### config.mk
export PLATFORM = sky130hd
export DESIGN_NAME = btn_sw_debounce
export DESIGN_NICKNAME = d
export VERILOG_FILES = /design/src/rtl/io_pkg.sv /design/src/rtl/debounce_bit.sv /design/src/rtl/btn_sw_debounce.sv
export SDC_FILE = /design/constraint.sdc
export NUM_CORES = 1
export LEC_CHECK = 0
export CAP_MARGIN = 5
export CORE_ASPECT_RATIO = 1.75
export CORE_MARGIN = 5
export CORE_UTILIZATION = 40
export CTS_BUF_LIST = sky130_fd_sc_hd__clkbuf_2 sky130_fd_sc_hd__clkbuf_4 sky130_fd_sc_hd__clkbuf_8
export DETAILED_ROUTE_END_ITERATION = 7
export GPL_TIMING_DRIVEN = 0
export RECOVER_POWER = 50
export SLEW_MARGIN = 20
export SYNTH_ARGS = -nofsm -noshare
export SYNTH_HDL_FRONTEND = slang
export SYNTH_SLANG_ARGS = --single-unit
export TNS_END_PERCENT = 10
### constraint.sdc
create_clock -name clk -period 3.1 [get_ports clk]
set_input_delay 0.62 -clock clk [delete_from_list [all_inputs] [get_ports clk]]
set_output_delay 0.62 -clock clk [all_outputs]
set_load 0.01 [all_outputs]
### src/rtl/io_pkg.sv
// Shared board-I/O constants for the button/switch input path.
package io_pkg;

  localparam int NUM_BTN = 5;
  localparam int NUM_SW  = 16;

  // Counter width for a modulus n; never narrower than one bit.
  function automatic int cnt_width(input int n);
    return (n > 1) ? $clog2(n) : 1;
  endfunction

endpackage

### src/rtl/debounce_bit.sv
// One input bit: 2-FF synchroniser followed by a tick-driven stability filter.
// rise is combinational and marks the edge on which db is about to go 0->1.
module debounce_bit
  import io_pkg::*;
#(
  parameter int STABLE_TICKS = 10
) (
  input  logic clk,
  input  logic rst,
  input  logic tick,
  input  logic in,
  output logic db,
  output logic rise
);

  localparam int CNT_W = cnt_width(STABLE_TICKS);
  localparam logic [CNT_W-1:0] CNT_LAST = CNT_W'(STABLE_TICKS - 1);

  logic             s1_q;
  logic             s2_q;
  logic             db_q;
  logic             db_d;
  logic [CNT_W-1:0] cnt_q;
  logic [CNT_W-1:0] cnt_d;

  // Two-stage synchroniser for the asynchronous pin.
  always_ff @(posedge clk) begin
    if (rst) begin
      s1_q <= 1'b0;
      s2_q <= 1'b0;
    end else begin
      s1_q <= in;
      s2_q <= s1_q;
    end
  end

  // Filter next state: count consecutive differing ticks, accept on the last one.
  always_comb begin
    db_d  = db_q;
    cnt_d = cnt_q;
    if (tick) begin
      if (s2_q == db_q) begin
        cnt_d = '0;
      end else if (cnt_q == CNT_LAST) begin
        db_d  = s2_q;
        cnt_d = '0;
      end else begin
        cnt_d = cnt_q + CNT_W'(1);
      end
    end
  end

  // Filter state register.
  always_ff @(posedge clk) begin
    if (rst) begin
      db_q  <= 1'b0;
      cnt_q <= '0;
    end else begin
      db_q  <= db_d;
      cnt_q <= cnt_d;
    end
  end

  assign db   = db_q;
  assign rise = db_d & ~db_q;

endmodule

### src/rtl/btn_sw_debounce.sv
// Synchronises and debounces the board buttons and switches, and turns each
// debounced button press into a one-cycle pulse. One tick generator is shared
// by all 21 filters so every bit samples on the same cycle.
module btn_sw_debounce
  import io_pkg::*;
#(
  parameter int TICK_DIV     = 100000,
  parameter int STABLE_TICKS = 10
) (
  input  logic               clk,
  input  logic               rst,
  input  logic [NUM_BTN-1:0] BTN,
  input  logic [NUM_SW-1:0]  SW,
  output logic [NUM_BTN-1:0] BTN_db,
  output logic [NUM_SW-1:0]  SW_db,
  output logic [NUM_BTN-1:0] BTN_pulse
);

  localparam int TDIV_W = cnt_width(TICK_DIV);
  localparam logic [TDIV_W-1:0] TDIV_LAST = TDIV_W'(TICK_DIV - 1);

  logic [TDIV_W-1:0]  tdiv_q;
  logic [TDIV_W-1:0]  tdiv_d;
  logic               tick;
  logic [NUM_BTN-1:0] btn_rise;
  logic [NUM_SW-1:0]  sw_rise_unused;
  logic [NUM_BTN-1:0] pulse_q;

  // With TICK_DIV = 1 the counter is stuck at 0 == TDIV_LAST, so tick stays high.
  assign tick = (tdiv_q == TDIV_LAST);

  // Tick divider next state: wrap after TICK_DIV-1.
  always_comb begin
    tdiv_d = tdiv_q + TDIV_W'(1);
    if (tick) begin
      tdiv_d = '0;
    end
  end

  // Tick divider register.
  always_ff @(posedge clk) begin
    if (rst) begin
      tdiv_q <= '0;
    end else begin
      tdiv_q <= tdiv_d;
    end
  end

  for (genvar i = 0; i < NUM_BTN; i++) begin : g_btn
    debounce_bit #(.STABLE_TICKS(STABLE_TICKS)) u_db (
      .clk  (clk),
      .rst  (rst),
      .tick (tick),
      .in   (BTN[i]),
      .db   (BTN_db[i]),
      .rise (btn_rise[i])
    );
  end

  // Switches have no edge consumer; their rise outputs are left to trim away.
  for (genvar i = 0; i < NUM_SW; i++) begin : g_sw
    debounce_bit #(.STABLE_TICKS(STABLE_TICKS)) u_db (
      .clk  (clk),
      .rst  (rst),
      .tick (tick),
      .in   (SW[i]),
      .db   (SW_db[i]),
      .rise (sw_rise_unused[i])
    );
  end

  // Press pulse: registered on the same edge db goes high, so it lines up
  // with the first cycle BTN_db reads 1.
  always_ff @(posedge clk) begin
    if (rst) begin
      pulse_q <= '0;
    end else begin
      pulse_q <= btn_rise;
    end
  end

  assign BTN_pulse = pulse_q;

endmodule

# Yosys cells after proc, flatten, opt, wreduce, memory -nomap -nowiden
# Index checks and enable logic that the tools add are counted.
totals:
  regBits: 169
  output_inout_bits: 26
  wordCells: 251
op_classes:
  n_addsub: 22
  n_eq_ne: 43
  mux: 57
  bitwise: 26
  reduce_logical: 17
ops:
  columns: ["cell", "count"]
  rows:
  - ["$mux 4", 42]
  - ["$add 4x1->4 const B", 21]
  - ["$eq 4x4->1 const B", 21]
  - ["$reduce_and 3->1", 16]
  - ["$eq 1x1->1", 21]
  - ["$not 1->1", 21]
  - ["$add 17x1->17 const B", 1]
  - ["$eq 17x17->1 const B", 1]
  - ["$mux 1", 15]
  - ["$and 1x1->1", 5]
  - ["$reduce_or 2->1", 1]

# Depth between registers and ports, before layout
depth:
  ltp_word: 5
  mapped_depth: 9
  mapped_depth_nobuf: 7

# Hierarchy
# A second synthesis with hierarchy kept.
unflattened:
  hier_cells: 770
  area_unflattened_um2: 7440.9
modules_own_cells:
  columns: ["module", "instances", "cells_per_inst", "area_each_um2"]
  rows:
  - ["debounce_bit", 21, 32, 310.3]
  - ["btn_sw_debounce", 1, 98, 924.6]

# Worst setup path before layout
# OpenSTA, ideal clock, no wires.
synth_timing:
  path_type: "register to register"
  start: "register tdiv_q[6]"
  end: "register g_sw[14].u_db.cnt_q[3]"
  setup_ns: 0.070
  arrival_time_ns: 1.925
  path_slack_ns: 1.104
  path_stages_with_launch: 8
  n_path_buf: 2
  synth_period_minus_slack_ns: 1.996
  path_cell_list: "dfxtp_1 > nor4b_4 > nand3_2 > or2_1 > buf_2 > buf_6 > or4_1 > a21oi_1"
synth_between:
  elab_chain_len: 1
synth_lines:
  columns: ["item", "line_no", "rtl"]
  rows:
  - ["from (decl)", "btn_sw_debounce.sv:22", "logic [TDIV_W-1:0] tdiv_q;"]
  - ["from (signal assigned)", "btn_sw_debounce.sv:45", "tdiv_q <= tdiv_d;"]
  - ["$eq 17x17->1", "btn_sw_debounce.sv:30", "assign tick = (tdiv_q == TDIV_LAST);"]
  - ["to (signal assigned)", "debounce_bit.sv:60", "cnt_q <= cnt_d;"]
  - ["to (decl)", "debounce_bit.sv:23", "logic [CNT_W-1:0] cnt_q;"]
# No other way between the ends.
# A chain may end at the register's enable or synchronous reset.

# Final worst setup path
layout_timing:
  start: "register tdiv_q[0]"
  end: "register g_btn[1].u_db.cnt_q[3]"
layout_between:
  elab_chain_len: 1
layout_lines:
  columns: ["item", "line_no"]
  rows:
  - ["$eq 17x17->1", "btn_sw_debounce.sv:30"]
  - ["to (signal assigned)", "debounce_bit.sv:60"]
  - ["to (decl)", "debounce_bit.sv:23"]
# No other way between the ends.

==> run metrics <==
outcome finished, final reports clean; reg-to-reg critical path endpoint g_btn[1].u_db.cnt_q[3]; Post-Syn Nets just over 900; total track usage 0.1743; Pleak 3.247 nW; minimum clock period 2.806 ns; Seq/Total Area, Yosys 0.4450; ys flop type dfxtp_1; crit-path cells ha_1, and2_0, nand4_1, o21ba_2, clkbuf_1, clkbuf_1, o21ai_0, o41ai_1; Die Y approximately 190 um; worst vdd ir roughly 0.26 mV; crit end category flip-flop; proportion of layout cells with a drive suffix above 1 0.05832; clk slew on worst S/H paths roughly 0.08 ns; Worst-Margin Slew between 0.8 and 0.9 ns; Post-Synth Simple-Gate Area 0.2707; Worst Setup SP tdiv_q[0]; number of distinct library cells after synthesis between 40 and 50; Synth Area in Adders 0.06419; CTS Sinks 169; initial antenna violation count 0; post-synthesis xor/xnor area fraction 0.04147; Worst Setup EP g_btn[1].u_db.cnt_q[3]; Cells after Synth 864; Starting DRT DRC Count about 370; RD Place Congestion roughly 0.84; Crit path depth 8; Setup CP Type reg -> reg; final cell count without fillers ~1,200; crit path buf inv count 2; final wirelength about 18 mm; Hold Slack roughly 0.44 ns; I/O Pins 49; Layout Skew around 0.017 ns; final core occ 0.4718; Final Cycle Share 0.9052; Final ANT Viol Nets 0; crit path max fanout 10; r2r setup slk around 0.29 ns; max_cap viols 0; die area 0.02197 mm2; unrepaired setup endpoints after global routing no; vias in the first global route a little over 6,000; worst hold-check path type reg -> reg; global-route wire length before repair approximately 30 mm; post-CTS sizing 0; Max-slew headroom 0.4441; first-pass detailed-route iteration total 5; Placed Cells 1,150; # port buffers 48; Final nets 993; FP Rows 66; cell mode on critical path clkbuf_1; post-synthesis compound-gate area fraction 0.08706; kind of start point of the critical path flip-flop; core area between 0.015 and 0.02 mm2; synthesis-to-finish area growth 15.83%; largest family of logic cells by synthesized area simple AND/OR/NAND/NOR gates; Final Hold Viols 0; Starting Density 0.4073; warnings from Yosys 0; post-synthesis cell area 0.007602 mm2; grt ovf 0; crit path DAT approximately 3.1 ns; cts bufs inserted 17; P per Cell Area 464.3 mW/mm2; Syn Area/Cell between 8 and 9 um2; async set or reset register ratio after synthesis 0; clk buf depth 2; Avg Vias per Cell approximately 5.2; Final Max Tran Viols 0; crit-path leading delay family compound AO/OA/AOI/OAI gates; drt drc 0; total number of vias about 6,100; Wirelength per Cell ~15 um; Seq cells post-synth 169; total power approximately 4.1 mW; Post-synth EDFFs 0; Crit-path slowest cell nand4_1; WP data required about 3.4 ns; worst skew pair latency around 0.46 ns; CTS tree yes; H-tree Lvls 4; Setup violations, final 0; post-CTS setup buffers 0; RR Startpoint tdiv_q[0]; reg2reg path depth 8; die width ~110 um; max frequency roughly 360 MHz; largest net degree at the start of global routing 17; cts hold-fix bufs 0; critical path's largest stage delay slightly above 0.5 ns; CTS root buf clkbuf_8; # diodes 0; Detail Placement HPWL about 13 mm; mux contribution to synthesized area 0.03160
==> per-stage QoR <==
| step | setup WS (ns) | TNS (ns) | instance area, um2 |
|---|---|---|---|
| 6_report | 0.2939 | 0 | 8806 |
| 5_1_grt | 0.07200 | 0 | 8806 |
| 4_1_cts | 0.2656 | 0 | 8820 |
| 3_5_place_dp | -0.1111 | -1.094 | 8381 |
| 3_3_place_gp | -0.1604 | -0.8839 | 8381 |
| 2_1_floorplan | 1.104 | 0 | 7602 |
==> cells in the final DEF, fill, tap and decap left out, types with 3 or more instances in the layout <==
cell,instances
nor3_1,23
clkbuf_1,39
a21oi_1,41
mux2i_1,24
nor3b_1,4
ha_1,39
nand3b_1,32
o21ai_0,42
nor2b_1,48
nand2_1,63
nor4_1,28
xnor2_1,18
and3_1,15
or3_1,12
or4_1,15
nor2_1,76
dfxtp_1,169
buf_4,21
dlygate4sd3_1,27
nand3_1,47
nand4_1,5
o22ai_1,7
o31ai_1,6
clkbuf_8,19
o41ai_1,5
clkdlybuf4s50_1,21
inv_1,38
xor2_1,18
clkinvlp_4,3
o21ai_1,6
bufinv_16,4
a311o_1,5
==> routing by layer <==
layer / track usage / wire, um
met3: 0.02918 / 448
met5: 0 / 0
met4: 0.06539 / 351
met1: 0.1922 / 7820
met2: 0.3283 / 9627
==> sequential cells by signal, summed over array words and instances, names as in the netlist <==
| register | flops |
|---|---|
| g_btn.u_db.s1_q | 5 |
| BTN_pulse | 5 |
| g_sw.u_db.db | 16 |
| g_sw.u_db.cnt_q | 64 |
| g_sw.u_db.s2_q | 16 |
| tdiv_q | 17 |
| g_sw.u_db.s1_q | 16 |
| g_btn.u_db.s2_q | 5 |
| g_btn.u_db.cnt_q | 20 |
| g_btn.u_db.db | 5 |
==> logic make-up (layout without fill, tap and decap cells) <==
| group | count (synthesis) | in the layout |
|---|---|---|
| flops | 169 | 169 |
| xor+xnor | 36 | 36 |
| fa+ha+maj | 39 | 39 |
| simple gates | 382 | 382 |
| buf+inv | 98 | 177 |
| mux | 24 | 24 |
| compound gates | 116 | 116 |
==> worst min path at each step <==
stage,start,cells past startpoint,endpoint
after detailed placement,g_sw[6].u_db.s1_q,1,g_sw[6].u_db.s2_q
after global routing,g_sw[0].u_db.s1_q,1,g_sw[0].u_db.s2_q
after global placement,g_btn[1].u_db.s1_q,1,g_btn[1].u_db.s2_q
after floorplan,g_btn[0].u_db.s1_q,1,g_btn[0].u_db.s2_q
final,g_sw[11].u_db.s1_q,1,g_sw[11].u_db.s2_q
after CTS,g_sw[0].u_db.s1_q,1,g_sw[0].u_db.s2_q
==> power by group <==
group	internal [mW]	switching (mW)	leakage, nW
Combinational	0.0585	0.0797	1.66
Sequential	2.20	0.0153	1.37
Clock	0.926	0.811	0.215
==> synth_stat cells, drive strengths merged (23+ instances only) <==
cell,number,area share
nand2,63,0.031
dfxtp,169,0.45
nand3,47,0.032
inv,38,0.019
buf,23,0.023
nor2,76,0.038
nor2b,48,0.039
clkbuf,37,0.018
nor3,23,0.015
ha,39,0.064
nand3b,32,0.032
a21oi,41,0.027
mux2i,24,0.032
nor4,28,0.023
o21ai,48,0.032
==> final cells by class <==
class	count	area, um2
Buffer	60	304.0
Clock buffer	20	269.0
Clock inverter	11	170.2
Fill cell	1853	9857
Inverter	38	142.6
Multi-Input combinational cell	597	3759
Sequential cell	169	3383
Tap cell	238	297.8
Timing Repair Buffer	48	480.5
Note: power is estimated with default switching activity, not from simulation.
